<file path="src/rtl/uart_pkg.sv">
// uart_pkg: shared UART transmitter state encoding, parity modes and parity helper
package uart_pkg;
    typedef enum logic [2:0] {IDLE, ARM, START, DATA, PAR, STOP} uart_tx_state_t;
    localparam int PAR_NONE = 0;
    localparam int PAR_EVEN = 1;
    localparam int PAR_ODD  = 2;
    function automatic logic parity_bit(input logic [7:0] d, input int mode);
        return (mode == PAR_ODD) ? ~^d : ^d;
    endfunction
endpackage

</file>
<file path="src/rtl/edge_detect.sv">
// edge_detect: one-cycle pulse on each rising edge of a clk-synchronous level
module edge_detect (
    input  logic clk,
    input  logic rst,
    input  logic in,
    output logic rise
);
    logic r_prev;
    // history starts high so a level already high at reset release is not an edge
    always_ff @(posedge clk) begin
        r_prev <= rst ? 1'b1 : in;
    end
    assign rise = in & ~r_prev;
endmodule

</file>
<file path="src/rtl/uart_tx_tick.sv">
// uart_tx_tick: valid/ready byte in, start/data/parity/stop frame out, paced by divider ticks
import uart_pkg::*;
module uart_tx_tick #(
    parameter int DATA_BITS = 8,
    parameter int PARITY    = 0,
    parameter int STOP_BITS = 1
) (
    input  logic                 clk,
    input  logic                 rst,
    input  logic                 baud_sq,
    input  logic [DATA_BITS-1:0] tx_data,
    input  logic                 tx_valid,
    output logic                 tx_ready,
    output logic                 tx,
    output logic                 busy,
    output logic                 done
);
    localparam int CW = $clog2(DATA_BITS);
    localparam logic [CW-1:0] LAST_D = CW'(DATA_BITS - 1);
    localparam logic [CW-1:0] LAST_S = CW'(STOP_BITS - 1);
    uart_tx_state_t       r_state, w_state;
    logic [DATA_BITS-1:0] r_shift, w_shift;
    logic [CW-1:0]        r_cnt, w_cnt;
    logic                 r_par, w_par;
    logic                 w_tick, w_accept;
    edge_detect u_edge (
        .clk  (clk),
        .rst  (rst),
        .in   (baud_sq),
        .rise (w_tick)
    );
    assign w_accept = tx_valid & tx_ready;
    // frame sequencing: every move past IDLE waits for a bit tick
    always_comb begin
        w_state = r_state;
        w_shift = r_shift;
        w_cnt   = r_cnt;
        w_par   = r_par;
        case (r_state)
            IDLE: if (w_accept) begin
                w_state = ARM;
                w_shift = tx_data;
                w_par   = parity_bit(8'(tx_data), PARITY);
            end
            ARM: if (w_tick) w_state = START;
            START: if (w_tick) begin
                w_state = DATA;
                w_cnt   = '0;
            end
            DATA: if (w_tick) begin
                w_shift = r_shift >> 1;
                w_state = (r_cnt != LAST_D) ? DATA : (PARITY != PAR_NONE) ? PAR : STOP;
                w_cnt   = (r_cnt == LAST_D) ? '0 : r_cnt + 1'b1;
            end
            PAR: if (w_tick) begin
                w_state = STOP;
                w_cnt   = '0;
            end
            STOP: if (w_tick) begin
                w_state = (r_cnt == LAST_S) ? IDLE : STOP;
                w_cnt   = (r_cnt == LAST_S) ? '0 : r_cnt + 1'b1;
            end
            default: w_state = IDLE;
        endcase
    end
    // state plus registered outputs decoded from the state being entered
    always_ff @(posedge clk) begin
        if (rst) begin
            r_state  <= IDLE;
            r_shift  <= '0;
            r_cnt    <= '0;
            r_par    <= 1'b0;
            tx       <= 1'b1;
            tx_ready <= 1'b1;
            busy     <= 1'b0;
            done     <= 1'b0;
        end else begin
            r_state  <= w_state;
            r_shift  <= w_shift;
            r_cnt    <= w_cnt;
            r_par    <= w_par;
            tx       <= (w_state == START) ? 1'b0 : (w_state == DATA) ? w_shift[0] : (w_state == PAR) ? w_par : 1'b1;
            tx_ready <= (w_state == IDLE);
            busy     <= (w_state != IDLE);
            done     <= (r_state == STOP) && (w_state == IDLE);
        end
    end
endmodule

</file>
<file path="config.mk">
export PLATFORM = sky130hd
export DESIGN_NAME = uart_tx_tick
export DESIGN_NICKNAME = d
export VERILOG_FILES = /design/src/rtl/uart_pkg.sv /design/src/rtl/edge_detect.sv /design/src/rtl/uart_tx_tick.sv
export SDC_FILE = /design/constraint.sdc
export NUM_CORES = 1
export LEC_CHECK = 0
export ABC_AREA = 1
export CORE_ASPECT_RATIO = 1.75
export CORE_MARGIN = 3
export CORE_UTILIZATION = 54
export CTS_CLUSTER_SIZE = 8
export DETAILED_ROUTE_END_ITERATION = 7
export GPL_ROUTABILITY_DRIVEN = 0
export PLACE_DENSITY = 0.87
export REMOVE_ABC_BUFFERS = 1
export SKIP_CTS_REPAIR_TIMING = 1
export SYNTH_ARGS = -nofsm -noshare
export SYNTH_HDL_FRONTEND = slang
export SYNTH_SLANG_ARGS = --single-unit
export TNS_END_PERCENT = 1
</file>
<file path="constraint.sdc">
create_clock -name clk -period 1.5 [get_ports clk]
set_input_delay 0.225 -clock clk [delete_from_list [all_inputs] [get_ports clk]]
set_output_delay 0.225 -clock clk [all_outputs]
set_load 0.01 [all_outputs]
</file>
==> flow_summary.toml, run 1 <==
[outcome]
outcome = "finished clean"

[cts]
cts_tree = "yes"
clockBufferDepth = 2
cts_buffers = 3
clock-root-buffer = "clkbuf_4"
worstSkewPairLatency_ns = 0.31
clk_pin_slew_ns = 0.11
htreeDepth = 1
cts_sinks = 20

[global_route]
use_met1_pct = 20.7
grt_pass1_wl_um = 4840
met2_usage_pct = 38.0
grt_pass1_vias = 1261
top_usage_layer = "met2"
overflow = 0
antenna_found_initial = 0
grt_util_met3_pct = 2.34
grt_max_degree = 14
grt_usage_pct = 20.6

[sta]
slew_headroom_pct = 79.1
setup_viol = 0
finalClockSkew_ns = 0.00541
drv_slew = 0
fin_crit_sh_pct = 97.7
worst_slew_pin_slew_ns = 0.313
post-route-min-period_ns = 1.47
hold_viol_final = 0
clock.fmax_mhz = 682
rsz0062_at_grt = "true"
worst_slack_ns = 0.0340

[die]
ios = 16
die_h_um = 69.5
die_width_um = 42.3
start_util_pct = 58.0
coreArea_um2 = 2150
dieArea_um2 = 2940
core.rowCount = 22

[run]
cap_violations = 0

[cells_and_area]
final_net_count = 228
n_antenna_cell = 0
final_util_pct = 73.5
fin_area_um2 = 1580
syn2layout_area_growth_pct = 26.8
instances_no_fill = 235
drive_gt1_share_pct = 21.8

[logic_synthesis]
ys_seq_area_share_pct = 32.2
syn_inst = 188
syn_area_per_cell_um2 = 6.62
ys.flop_type = "dfxtp_1"
ys_warn_count = 0
ys_ff_latch = 20
ys_async_sr_fraction_pct = 0
syn_area_um2 = 1240
synth_cell_types = 27
synth_edf_count = 0

[placed_design]
placed_area_um2 = 1490
port_buffers = 15
post-place-cells = 231
hpwl_um = 2240
post-place-ws_ns = -0.218

[worst_setup_path]
worstSetupEndpointType = "register"
crit_path_top_delay_cell = "dfxtp_2"
cp.arrival_ns = 1.68
timing.rr.start = "r_cnt[0]"
r2r_cells = 12
crit_family = "simple AND/OR/NAND/NOR gates"
crit_chain = "ha_4 -> ha_4 -> inv_1 -> nand3_1 -> nand2_1 -> nand2_1 -> nand3_2 -> nand2_4 -> nor2_4 -> nand2_2 -> nand2_1 -> nand2_1"
setup.worst_path.class = "register to register"
critical_path.max_fanout = 3
r2r-end = "tx"
worst_setup_path_start_kind = "register"
cpPeakStageDelay_ns = 0.36
cp_num_buf_inv = 1
crit_top_cell = "nand2_1"
regToRegSetupSlack_ns = 0.03
critical_path_required_ns = 1.72

[power]
p_per_area_nw_per_um2 = 764
p_total_mw = 1.21
power_leakage_nw = 0.793
ir_drop_mv = 0.638

[hold_path]
hold_depth = 2
hold_class = "register to register"
worst_hold_path.endpoint = "r_shift[5]"
min_from = "r_shift[5]"

[detailed_routing]
viasPerCell = 5.30
antenna_left = 0
dr.pass1.iters = 4
drc = 0
vias = 1246
drtIter0Drc = 27
wl_per_cell_um = 12.0
wl_um = 2820
## stage by stage
step	setup TNS (ns)	hold slack (ns)
floorplan	0	0.294
global placement	-0.321	0.449
detailed placement	-1.14	0.459
CTS	-0.0191	0.476
global route	-0.0685	0.504
finish	0	0.475
## cells in the final DEF, fill, tap and decap left out
cell	count
nor3_2	1
o21ai_0	2
nand3_4	1
buf_4	3
nor2_1	6
a22oi_1	2
a31oi_1	5
clkbuf_8	1
buf_12	3
nand4_2	1
or2_1	1
inv_1	22
nand2_2	8
clkbuf_4	3
ha_4	2
clkdlybuf4s50_1	15
dfxtp_2	4
nor2_4	3
or2_2	1
inv_2	4
nor2_2	3
a21oi_1	5
nor2_8	1
dfxtp_1	16
ha_1	2
xnor2_1	1
nand2_1	76
o21ai_1	4
nand3_1	7
nand4_1	1
nand3_2	5
inv_4	1
nand2_4	1
## synth_stat cells, types with 2 or more instances
cell | instances | area, um^2
nand3_1 | 8 | 40.0
inv_2 | 4 | 15.0
nand3_2 | 4 | 40.0
ha_1 | 4 | 50.1
nor2_1 | 7 | 26.3
o21ai_1 | 4 | 20.0
nand2_2 | 8 | 50.1
nand2_1 | 77 | 289
o21ai_0 | 2 | 10.0
a31oi_1 | 5 | 31.3
nor2_2 | 3 | 18.8
inv_1 | 22 | 82.6
a21oi_1 | 5 | 25.0
a22oi_1 | 2 | 15.0
nor2_4 | 2 | 22.5
dfxtp_1 | 20 | 400
## worst max path at each step
stage,from,end,slack (ns),cells past startpoint
after floorplan,r_cnt[0],tx,0.14,12
after global placement,baud_sq,tx,-0.11,10
after detailed placement,baud_sq,tx,-0.22,10
after CTS,r_cnt[0],tx,-0.01,11
after global routing,r_cnt[1],tx,-0.07,12
final,r_cnt[0],tx,0.03,12
## state kept, by name (all words and copies together), names as in the netlist
register,flops
tx_ready,1
u_edge.r_prev,1
r_cnt,3
r_par,1
busy,1
done,1
r_state,3
tx,1
r_shift,8
## report_power, final
part           leakage, nW  total (mW)  switching [mW]  internal, mW
sequential           0.165       0.595          0.0281         0.567
clock               0.0210       0.321           0.172         0.148
combinational        0.607       0.290           0.160         0.130
total                0.793        1.21           0.360         0.846
## cells by family (layout without fill, tap and decap cells)
kind of cell	Yosys count	count (layout)	synth area share, %
XOR/XNOR	1	1	0.704
adder cells (fa/ha/maj)	4	4	4.02
flip-flops	20	20	32.2
AO/OA/AOI/OAI	18	18	8.14
buffers and inverters	29	52	9.55
AND/OR/NAND/NOR	116	116	45.4
## worst register-to-register path, cell delays in order (launching register included)
cell and delay [ns]:
dfxtp_2 0.36, ha_4 0.17, ha_4 0.15, inv_1 0.05, nand3_1 0.06, nand2_1 0.06, nand2_1 0.07, nand3_2 0.11
nand2_4 0.07, nor2_4 0.12, nand2_2 0.05, nand2_1 0.06, nand2_1 0.05
## area by class of cell
class | instances | area, um^2
Timing Repair Buffer | 21 | 233
Tap cell | 24 | 30.0
Clock buffer | 4 | 36.3
Fill cell | 173 | 568
Sequential cell | 20 | 405
Inverter | 27 | 104
Multi-Input combinational cell | 139 | 771
## per-layer routing
layer  up-vias  routed length, um  part of all wire, %
met5         -                  0                    0
met4         0                116                  4.1
met3        12                 62                  2.2
met2        23               1550                   55
met1       576               1090                   39
li1        635                  -                    -
No activity file was read; power rests on OpenSTA's default activity.
==> run 2, diff against run 1 <==
==> constraint.sdc (replaced) <==
create_clock -name clk -period 1.39 [get_ports clk]
set_input_delay 0.2085 -clock clk [delete_from_list [all_inputs] [get_ports clk]]
set_output_delay 0.2085 -clock clk [all_outputs]
set_load 0.01 [all_outputs]
==> flow_summary.toml, run 2 (synthesized netlist as in run 1, its figures left out) <==
[outcome]
outcome = "finished, violations left"
violations = "setup timing"

[placed_design]
post-place-ws_ns = -0.270
hpwl_um = 2370
placed_area_um2 = 1530
port_buffers = 15

[worst_setup_path]
timing.rr.start = "r_cnt[1]"
r2r_cells = 12
crit_top_cell = "nand3_2"
cp.arrival_ns = 1.67
crit_path_top_delay_cell = "dfxtp_2"
crit_chain = "ha_4 -> ha_4 -> inv_2 -> nand3_2 -> nand2_1 -> nand2_1 -> nand3_2 -> nand2_4 -> buf_4 -> nand3_2 -> nand2_2 -> inv_2"
setup.worst_path.class = "register to register"
worstSetupEndpointType = "register"
worst_setup_path_start_kind = "register"
regToRegSetupSlack_ns = -0.07
crit_end = "busy"
critical_path.max_fanout = 3
crit_start = "r_cnt[1]"
r2r-end = "busy"
critical_path_required_ns = 1.61
cpPeakStageDelay_ns = 0.38

[cts]
cts_sinks = 20
cts_buffers = 3
htreeDepth = 1
clk_pin_slew_ns = 0.10
worstSkewPairLatency_ns = 0.30
clock-root-buffer = "clkbuf_4"
clockBufferDepth = 2
cts_tree = "yes"

[sta]
slew_headroom_pct = 79.8
fin_crit_sh_pct = 105
tns_ns = -0.244
worst_slack_ns = -0.0667
setup_viol = 7
post-route-min-period_ns = 1.46
worst_slew_pin_slew_ns = 0.302
clock.fmax_mhz = 686
hold_viol_final = 0
rsz0062_at_grt = "true"
drv_slew = 0
finalClockSkew_ns = 0.00349

[cells_and_area]
fin_area_um2 = 1630
multiInputGateArea_um2 = 781
drive_gt1_share_pct = 25.7
n_antenna_cell = 0
syn2layout_area_growth_pct = 31.0
top_register = "r_shift"
final_cell_mix = "nand2_1 (77), inv_1 (21), dfxtp_1 (16)"
final_util_pct = 75.9
fillCellCount = 159
largest_reg_flops = 8
regArea_um2 = 405
largestRegisters = "r_shift: 8 flops, r_cnt: 3 flops, r_state: 3 flops"
layout_commonest_cell = "nand2_1"
final_net_count = 236

[detailed_routing]
dr.pass1.iters = 4
wl_per_cell_um = 12.5
vias = 1279
viasPerCell = 5.29
drtIter0Drc = 33
wl_um = 3020
antenna_left = 0
drc = 0

[die]
start_util_pct = 58.0
core.rowCount = 22
die_width_um = 42.3
dieArea_um2 = 2940
die_h_um = 69.5
ios = 16
coreArea_um2 = 2150

[global_route]
overflow = 0
grt_max_degree = 14
grt_usage_pct = 21.3
grt_pass1_vias = 1325
antenna_found_initial = 0
grt_pass1_wl_um = 5000

[run]
cap_violations = 0

[power]
p_per_area_nw_per_um2 = 759
power_leakage_nw = 0.842
ir_drop_mv = 0.490

[hold_path]
hold_class = "register to register"
run 2: layout make-up:
type,instances,area share (%)
Clock buffer,3,1.38
Multi-Input combinational cell,139,47.9
Tap cell,24,1.84
Sequential cell,20,24.9
Inverter,27,6.37
Timing Repair Buffer,29,17.7
run 2: metrics by stage:
| stage | hold WS [ns] | power [mW] | instances |
|---|---|---|---|
| 2_1_floorplan | 0.278 | 0.828 | 186 |
| 3_3_place_gp | 0.451 | 0.948 | 237 |
| 3_5_place_dp | 0.454 | 0.965 | 237 |
| 4_1_cts | 0.468 | 1.23 | 240 |
| 5_1_grt | 0.506 | 1.30 | 242 |
| 6_report | 0.464 | 1.24 | 242 |
run 2: critical path, delay by kind of cell, from the launching register on:
family | cells | cell delay, ns
flops | 1 | 0.38
simple gates | 7 | 0.54
fa+ha+maj | 2 | 0.27
buf+inv | 3 | 0.17
run 2: worst min-delay path by stage:
stage | start | to | slack [ns] | cells after the start
3_3_place_gp | r_shift[7] | r_shift[7] | 0.45 | 2
3_5_place_dp | r_shift[7] | r_shift[7] | 0.45 | 2
4_1_cts | r_shift[7] | r_shift[7] | 0.47 | 2
5_1_grt | r_shift[3] | r_shift[3] | 0.51 | 2
6_report | r_shift[7] | r_shift[7] | 0.46 | 2
2_1_floorplan | rst | r_cnt[0] | 0.28 | 1
run 2: per-layer routing:
layer	share of wire (%)	track usage, %	up-vias
li1	-	-	647
met1	36	20.6	591
met2	58	41.1	34
met3	3.2	1.82	7
met4	2.6	12.1	0
met5	0	0	-
run 2: power by group:
group / leakage [nW] / internal, mW / switching [mW]
clock network: 0.0138 / 0.101 / 0.171
registers: 0.166 / 0.611 / 0.0300
logic: 0.663 / 0.145 / 0.179
==> run 3, diff against run 2 <==
--- a/config.mk
+++ b/config.mk
@@ -6,12 +6,10 @@
 export NUM_CORES = 1
 export LEC_CHECK = 0
 export ABC_AREA = 1
-export CORE_ASPECT_RATIO = 1.75
 export CORE_MARGIN = 3
 export CORE_UTILIZATION = 54
 export CTS_CLUSTER_SIZE = 8
 export DETAILED_ROUTE_END_ITERATION = 7
-export GPL_ROUTABILITY_DRIVEN = 0
 export PLACE_DENSITY = 0.87
 export REMOVE_ABC_BUFFERS = 1
 export SKIP_CTS_REPAIR_TIMING = 1
==> flow_summary.toml, run 3 (synthesized netlist as in run 1, its figures left out) <==
[outcome]
outcome = "finished, violations left"
violations = "setup timing"

[die]
dieArea_um2 = 2920
die_h_um = 54.0
core.rowCount = 16
start_util_pct = 60.4
die_width_um = 54.0
coreArea_um2 = 2060
ios = 16

[hold_path]
min_from = "r_shift[4]"
hold_depth = 2
hold_class = "register to register"
worst_hold_path.endpoint = "r_shift[4]"

[cts]
cts_buffers = 3
cts_sinks = 20
htreeDepth = 1
clk_pin_slew_ns = 0.11
cts_tree = "yes"
worstSkewPairLatency_ns = 0.30
clock-root-buffer = "clkbuf_4"
clockBufferDepth = 2

[worst_setup_path]
worstSetupEndpointType = "register"
regToRegSetupSlack_ns = -0.05
crit_start = "r_cnt[0]"
cp.arrival_ns = 1.64
r2r-end = "tx"
critical_path_required_ns = 1.60
worst_setup_path_start_kind = "register"
setup.worst_path.class = "register to register"
r2r_cells = 12
critical_path.max_fanout = 3
timing.rr.start = "r_cnt[0]"

[placed_design]
place_congestion = 0.869
port_buffers = 15
placed_area_um2 = 1520
post-place-cells = 240
hpwl_um = 2380

[run]
cap_violations = 0

[cells_and_area]
final_net_count = 235
drive_gt1_share_pct = 24.3
n_antenna_cell = 0
syn2layout_area_growth_pct = 29.8
largest_reg_flops = 8
fin_area_um2 = 1620
layout_commonest_cell = "nand2_1"
multiInputGateArea_um2 = 768
regArea_um2 = 404
top_register = "r_shift"
final_util_pct = 78.4
fillCellCount = 155
instances_no_fill = 245
final_cell_mix = "nand2_1 (77), inv_1 (21), dfxtp_1 (17)"
largestRegisters = "r_shift: 8 flops, r_cnt: 3 flops, r_state: 3 flops"

[detailed_routing]
viasPerCell = 5.28
vias = 1294
antenna_left = 0
drtIter0Drc = 30
dr.pass1.iters = 4
drc = 0
wl_per_cell_um = 12.2
wl_um = 2980

[global_route]
grt_pass1_vias = 1152
grt_max_degree = 12
grt_pass1_wl_um = 4490
overflow = 0
grt_usage_pct = 21.3
antenna_found_initial = 0

[power]
power_leakage_nw = 0.857
ir_drop_mv = 0.649
p_per_area_nw_per_um2 = 811

[sta]
setup_viol = 3
hold_viol_final = 0
fin_crit_sh_pct = 103
rsz0062_at_grt = "true"
tns_ns = -0.105
finalClockSkew_ns = 0.00191
holdWs_ns = 0.475
clock.fmax_mhz = 697
post-route-min-period_ns = 1.44
worst_slew_pin_slew_ns = 0.241
drv_slew = 0
worst_slack_ns = -0.0452
slew_headroom_pct = 83.9
==> run 3: worst max-delay path by stage <==
| stage | to | slack [ns] | depth (start not counted) |
|---|---|---|---|
| 2_1_floorplan | tx | 0.03 | 12 |
| 3_3_place_gp | tx | -0.19 | 10 |
| 3_5_place_dp | tx | -0.25 | 10 |
| 4_1_cts | tx | -0.11 | 12 |
| 5_1_grt | tx | -0.14 | 12 |
| 6_report | tx | -0.05 | 12 |
==> run 3: worst max-delay path: stages, from the launching register on <==
cell and delay, ns:
dfxtp_2 0.36, ha_4 0.16, ha_4 0.15, inv_2 0.04, nand3_2 0.06, nand2_1 0.07
nand2_1 0.06, nand3_2 0.08, nand2_2 0.08, nor2_4 0.11, nand2_1 0.05, nand2_1 0.05
nand2_1 0.06
==> run 3: per-layer routing <==
layer  GRT usage (%)  share of wire [%]  vias to the layer above  routed length [um]
li1                -                  -                      651                   -
met3            2.49                4.0                        7                 118
met4            13.7                2.2                        0                  65
met1            21.9                 40                      591                1200
met2            40.1                 54                       45                1600
met5               0                  0                        -                   0
==> run 3: report_power, final <==
part / switching [mW] / leakage [nW] / internal (mW)
Clock: 0.180 / 0.0210 / 0.160
Sequential: 0.0280 / 0.165 / 0.611
Combinational: 0.184 / 0.671 / 0.147
Total: 0.392 / 0.857 / 0.919
==> run 3: layout make-up <==
type,instances,share of cell area [%]
Multi-Input combinational cell,139,47.5
Tap cell,27,2.09
Clock buffer,4,2.24
Timing Repair Buffer,28,16.7
Inverter,27,6.42
Sequential cell,20,25.0
==> run 3: per-stage QoR <==
stage	setup slack, ns	power (mW)
after CTS	-0.106	1.31
after detailed placement	-0.250	0.977
final	-0.0452	1.31
after global placement	-0.188	0.954
after global routing	-0.138	1.38
after floorplan	0.0315	0.828
